**config.mk**
```make
export PLATFORM = sky130hd
export DESIGN_NAME = ppdu_framer
export DESIGN_NICKNAME = d
export VERILOG_FILES = /design/src/rtl/zigbee_pkg.sv /design/src/rtl/crc16_kermit.sv /design/src/rtl/ppdu_framer.sv
export SDC_FILE = /design/constraint.sdc
export NUM_CORES = 1
export LEC_CHECK = 0
export BUFFER_PORTS_ARGS = -buffer_cell sky130_fd_sc_hd__buf_2
export CAP_MARGIN = 30
export CELL_PAD_IN_SITES_DETAIL_PLACEMENT = 1
export CELL_PAD_IN_SITES_GLOBAL_PLACEMENT = 1
export CORE_AREA = 2 2 81 91
export DETAILED_ROUTE_END_ITERATION = 8
export DIE_AREA = 0 0 83 93
export PLACE_DENSITY = 0.82
export SETUP_SLACK_MARGIN = 0.1
export SYNTH_ARGS = -nofsm -noshare
export SYNTH_HDL_FRONTEND = slang
export SYNTH_SLANG_ARGS = --single-unit
```
**constraint.sdc**
```tcl
create_clock -name inClock -period 6 [get_ports inClock]
set_input_delay 0.3 -clock inClock [delete_from_list [all_inputs] [get_ports inClock]]
set_output_delay 0.3 -clock inClock [all_outputs]
set_load 0.1 [all_outputs]
```
**src/rtl/zigbee_pkg.sv**
```systemverilog
// Shared types and constants for the 802.15.4 O-QPSK PHY.
// Holds the framer state enum and the reflected CRC-16 byte step.
package zigbee_pkg;

  typedef enum logic [2:0] {
    IDLE,
    PREAMBLE,
    SFD,
    PHR,
    PAYLOAD,
    FCS,
    DONE
  } framer_state_t;

  localparam int          PREAMBLE_NIBBLES = 8;
  localparam logic [7:0]  SFD_BYTE         = 8'hA7;
  localparam logic [15:0] CRC16_POLY_REFL  = 16'h8408;
  localparam int          PHY_MAX_LENGTH   = 127;

  // One byte of CRC-16/KERMIT, bits consumed LSB first.
  function automatic logic [15:0] crc16Next(
    input logic [15:0] crc,
    input logic [7:0]  data
  );
    logic [15:0] c;
    c = crc ^ {8'h00, data};
    for (int i = 0; i < 8; i++) begin
      c = c[0] ? ((c >> 1) ^ CRC16_POLY_REFL) : (c >> 1);
    end
    return c;
  endfunction

endpackage

```
**src/rtl/crc16_kermit.sv**
```systemverilog
// Byte-wise CRC-16/KERMIT accumulator, shared by TX framing and RX FCS check.
// Ports: inClock, inReset, inClear, inUpdate, inByte -> outCrc.
import zigbee_pkg::*;

module crc16_kermit (
  input  logic        inClock,
  input  logic        inReset,
  input  logic        inClear,
  input  logic        inUpdate,
  input  logic [7:0]  inByte,
  output logic [15:0] outCrc
);

  always_ff @(posedge inClock) begin
    if (inReset || inClear) begin
      outCrc <= 16'h0000;
    end else if (inUpdate) begin
      outCrc <= crc16Next(outCrc, inByte);
    end
  end

endmodule

```
**src/rtl/ppdu_framer.sv**
```systemverilog
// Builds 802.15.4 PPDUs (preamble, SFD, PHR, PSDU, FCS) as nibbles to inFIFO.
// Ports: host start/length/status, PSDU byte valid/ready, FIFO data/strobe.
import zigbee_pkg::*;

module ppdu_framer #(
  parameter int APPEND_FCS = 1,
  parameter int MAX_LENGTH = PHY_MAX_LENGTH
) (
  input  logic       inClock,
  input  logic       inReset,
  input  logic       inStart,
  input  logic [6:0] inLength,
  output logic       outBusy,
  output logic       outError,
  output logic       outDone,
  input  logic [7:0] inByte,
  input  logic       inByteValid,
  output logic       outByteReady,
  input  logic       inFull,
  output logic [3:0] outData,
  output logic       outWriteEnable
);

  framer_state_t state;
  logic [6:0]    length;
  logic [6:0]    byteCnt;
  logic [3:0]    nibCnt;
  logic          nibHi;
  logic [7:0]    byteBuf;
  logic          bufFull;
  logic [3:0]    lastData;
  logic [15:0]   crc;
  logic [15:0]   fcsShift;
  logic          pending;
  logic [3:0]    nibble;
  logic          xfer;
  logic          lenBad;

  assign lenBad = (inLength == 7'd0)
               || (int'(inLength) > MAX_LENGTH)
               || ((APPEND_FCS != 0) && (inLength < 7'd3));

  assign outByteReady = (state == PAYLOAD) && !bufFull
                     && (byteCnt != 7'd0);
  assign xfer = outByteReady && inByteValid;

  assign fcsShift = crc >> {nibCnt[1:0], 2'b00};

  // Nibble offered to the FIFO; falls back to the last written one
  // so outData never moves while nothing is being written.
  always_comb begin
    pending = 1'b0;
    nibble  = lastData;
    case (state)
      PREAMBLE: begin
        pending = 1'b1;
        nibble  = 4'h0;
      end
      SFD: begin
        pending = 1'b1;
        nibble  = nibHi ? SFD_BYTE[7:4] : SFD_BYTE[3:0];
      end
      PHR: begin
        pending = 1'b1;
        nibble  = nibHi ? {1'b0, length[6:4]} : length[3:0];
      end
      PAYLOAD: begin
        pending = bufFull;
        if (bufFull) begin
          nibble = nibHi ? byteBuf[7:4] : byteBuf[3:0];
        end
      end
      FCS: begin
        pending = 1'b1;
        nibble  = fcsShift[3:0];
      end
      default: begin
        pending = 1'b0;
      end
    endcase
  end

  assign outWriteEnable = pending && !inFull;
  assign outData        = nibble;

  crc16_kermit crcUnit (
    .inClock  (inClock),
    .inReset  (inReset),
    .inClear  (state == DONE),
    .inUpdate (xfer),
    .inByte   (inByte),
    .outCrc   (crc)
  );

  always_ff @(posedge inClock) begin
    if (inReset) begin
      state    <= IDLE;
      outBusy  <= 1'b0;
      outError <= 1'b0;
      outDone  <= 1'b0;
      length   <= 7'd0;
      byteCnt  <= 7'd0;
      nibCnt   <= 4'd0;
      nibHi    <= 1'b0;
      byteBuf  <= 8'h00;
      bufFull  <= 1'b0;
      lastData <= 4'h0;
    end else begin
      outError <= 1'b0;
      outDone  <= 1'b0;
      if (outWriteEnable) begin
        lastData <= nibble;
      end
      case (state)
        IDLE: begin
          if (inStart) begin
            if (lenBad) begin
              outError <= 1'b1;
            end else begin
              length  <= inLength;
              byteCnt <= (APPEND_FCS != 0) ? inLength - 7'd2
                                           : inLength;
              nibCnt  <= 4'd0;
              nibHi   <= 1'b0;
              outBusy <= 1'b1;
              state   <= PREAMBLE;
            end
          end
        end
        PREAMBLE: begin
          if (outWriteEnable) begin
            if (nibCnt == 4'(PREAMBLE_NIBBLES - 1)) begin
              nibCnt <= 4'd0;
              state  <= SFD;
            end else begin
              nibCnt <= nibCnt + 4'd1;
            end
          end
        end
        SFD: begin
          if (outWriteEnable) begin
            nibHi <= !nibHi;
            if (nibHi) state <= PHR;
          end
        end
        PHR: begin
          if (outWriteEnable) begin
            nibHi <= !nibHi;
            if (nibHi) state <= PAYLOAD;
          end
        end
        PAYLOAD: begin
          if (xfer) begin
            byteBuf <= inByte;
            bufFull <= 1'b1;
            byteCnt <= byteCnt - 7'd1;
          end else if (outWriteEnable) begin
            if (nibHi) begin
              nibHi   <= 1'b0;
              bufFull <= 1'b0;
              if (byteCnt == 7'd0) begin
                nibCnt <= 4'd0;
                if (APPEND_FCS != 0) begin
                  state <= FCS;
                end else begin
                  outDone <= 1'b1;
                  state   <= DONE;
                end
              end
            end else begin
              nibHi <= 1'b1;
            end
          end
        end
        FCS: begin
          if (outWriteEnable) begin
            if (nibCnt == 4'd3) begin
              outDone <= 1'b1;
              state   <= DONE;
            end else begin
              nibCnt <= nibCnt + 4'd1;
            end
          end
        end
        DONE: begin
          outBusy <= 1'b0;
          state   <= IDLE;
        end
        default: begin
          state <= IDLE;
        end
      endcase
    end
  end

endmodule

```
==> flow_metrics.tcl <==
set metrics [dict create \
    relSlewSlack 0.4748 \
    avgRoutedWirePerCell_um 16.72 \
    drt_iter0_markers 89 \
    die-height_um 93 \
    drive_gt1_frac 0.1613 \
    cp_max_fo 24 \
    worstSkewPairLatency_ns 0.31 \
    syn_nets 416 \
    cts_root_buffer "clkbuf_8" \
    dp_hpwl_um 5879 \
    leakagePower_nw 1.288 \
    pin_count 29 \
    synth_edf_count 0 \
    arrival_ns 3.04 \
    netSwitchingFraction 0.4550 \
    cts_tree "done" \
    timing.hold.ws_ns 0.2403 \
    pwr-share-seq 0.348 \
    overflow 0 \
    ys_ff_latch 54 \
    clock_sinks 54 \
    dp_slack_ns 3.103 \
    hold_buffers 0 \
    power.switching_mw 0.6726 \
    crit_slowest_cell "dfxtp_1" \
    cts_resized 0 \
    htreeDepth 2 \
    insertedDiodeCount 0 \
    areaGrowthSynthToFinish_pct 8.691 \
    rows 32 \
    max_freq_mhz 299.2 \
    num_vias 2802 \
    whs_path_depth 3 \
    crit_chain "inv_1 > ha_1 > a21oi_1 > a21oi_1 > a221o_1 > buf_2" \
    grt_pass1_wl_um 13720 \
    portBuffers 28 \
    async_reset_ff_frac 0 \
    tightest_slew_ns 0.7868 \
    status "finished, final reports clean" \
    intPower_mw 0.8055 \
    critPathCaptureType "output port" \
    ir_drop_mv 0.1959 \
    setup_viol 0 \
    setup_tns_ns 0 \
    slowest_delay_ns 0.81 \
    clockPowerShare 0.171 \
    cp.required_ns 5.70 \
    wirelength_um 8161 \
    antenna_found_initial 0 \
    synth_ff_type "dfxtp_1" \
    hold_path.class "input port to flop" \
    rsz0062_at_grt "no" \
    postPlaceCellArea_um2 3377 \
    fin_crit_ns 3.342 \
    synth_area_per_cell_um2 8.296 \
    cts_setup_buffers 0 \
    grt_max_degree 36 \
    drc 0 \
    first_global_vias 2815 \
    grt_usage 0.2175 \
    cap_viol_max_count 0 \
    num-nets-final 432 \
    cp-start-kind "flop" \
    dieArea_um2 7719 \
    crit_top_cell "a21oi_1" \
    core-area_um2 6847 \
    syn_inst 387 \
    final_area_um2 3490 \
    fin_ws_ns 2.658 \
    fin_crit_sh 0.5570 \
    yosys_warnings 0 \
    clkTransAtPathRegs_ns 0.10 \
    via_per_inst 5.742 \
    hold_viol 0 \
    ant_nets 0 \
    ys_types 69 \
    drt_first_pass_iters 4 \
    syn_area_um2 3211 \
    reg2reg_depth 6 \
    worst-setup-path-type "flop to output port" \
    ys_seq_area_frac 0.3367 \
    gp_congestion 0.7986 \
    cts_buffers 5 \
    cts.path.max_buffers 2 \
    start_util 0.4689 \
    maxSlewViolCount 0 \
    p_comb_frac 0.481 \
    clock_skew_ns 0.01154 \
    die_x_um 83 \
    pwr_density_cell_nw_per_um2 423.6 \
]
## flip-flops by register name (all words and copies together) (netlist names)
name / cells
length: 7
byteBuf: 8
outError: 1
lastData: 4
bufFull: 1
outBusy: 1
nibHi: 1
byteCnt: 7
outDone: 1
nibCnt: 4
state: 3
crcUnit.outCrc: 16
## worst paths after layout
kind / start / end / slack [ns]
worst max-delay path: state[2] / outData[3] / 2.66
worst min-delay path: inByte[2] / byteBuf[2] / 0.24
worst max register to register: state[2] / lastData[3] / 3.30
worst min register to register: byteBuf[0] / byteBuf[0] / 0.46
## critical path, delay by kind of cell (launching register included)
kind | cells | cell delay [ns]
flip-flops | 1 | 0.81
AO/OA/AOI/OAI | 3 | 0.97
adder cells (fa/ha/maj) | 1 | 0.39
buffers and inverters | 2 | 0.55
## power by group through the flow
stage          combinational (mW)  sequential [mW]  clock [mW]
2_1_floorplan               0.603            0.477           0
3_3_place_gp                0.691            0.518           0
3_5_place_dp                0.707            0.522           0
4_1_cts                     0.713            0.513       0.261
5_1_grt                     0.786            0.528       0.273
6_report                    0.712            0.514       0.252
## cell usage in the layout (no fill, tap or decap), drive strengths merged, types with 6 or more instances in the layout
cell	count
a211oi	8
a21oi	37
buf	31
clkbuf	6
dfxtp	54
ha	9
inv	13
mux2i	8
nand2	55
nand3	10
nor2	32
nor2b	10
nor3	8
o21ai	19
xnor2	13
xor2	14
## logic make-up after synthesis
kind of cell	synth area share
AO/OA/AOI/OAI	0.2253
XOR/XNOR	0.07366
adder cells (fa/ha/maj)	0.03507
buffers and inverters	0.04716
flip-flops	0.3367
multiplexers	0.06352
AND/OR/NAND/NOR	0.2186
## cells in the mapped netlist (3+ instances only)
cell type,instances,area (µm²)
a211oi_1,7,52.55
dfxtp_1,54,1081
nand2_1,54,202.7
a21oi_1,34,170.2
nor2b_1,10,62.56
o32ai_1,3,26.28
buf_2,7,35.03
mux2i_1,8,80.08
inv_1,13,48.80
nand2b_1,4,25.02
mux4_2,4,90.09
a221oi_1,3,26.28
o21ai_1,3,15.01
o21ai_0,16,80.08
nand3_1,10,50.05
nor2_1,31,116.4
ha_1,9,112.6
xor2_1,14,122.6
xnor2_1,13,113.9
clkbuf_1,11,41.29
a31oi_1,5,31.28
mux2_2,3,33.78
and2_1,3,18.77
o31ai_1,3,22.52
nor3_1,8,40.04
## metrics by stage
stage / utilization / instances / total power, mW
floorplan: - / 387 / 1.080
global placement: 0.4932 / 481 / 1.209
detailed placement: 0.4932 / 481 / 1.228
CTS: 0.5097 / 488 / 1.487
global route: 0.5097 / 488 / 1.587
finish: 0.5097 / 488 / 1.478
## metal layers
| metal | vias to the layer above | global-route usage | part of all wire |
|---|---|---|---|
| li1 | 1400 | - | - |
| met1 | 1359 | 0.2716 | 0.46 |
| met2 | 34 | 0.3810 | 0.50 |
| met3 | 9 | 0.03266 | 0.024 |
| met4 | 0 | 0.07923 | 0.015 |
| met5 | - | 0 | 0 |
## cell type report
class / count / area [µm²]
clock buffers: 6 / 82.58
clock inverters: 1 / 30.03
fillers: 839 / 3357
inverters: 13 / 48.80
multi-input cells: 298 / 1978
flip-flops and latches: 54 / 1081
well taps: 85 / 106.4
repair buffers: 31 / 162.7
Power figures use the tool's default switching activity.
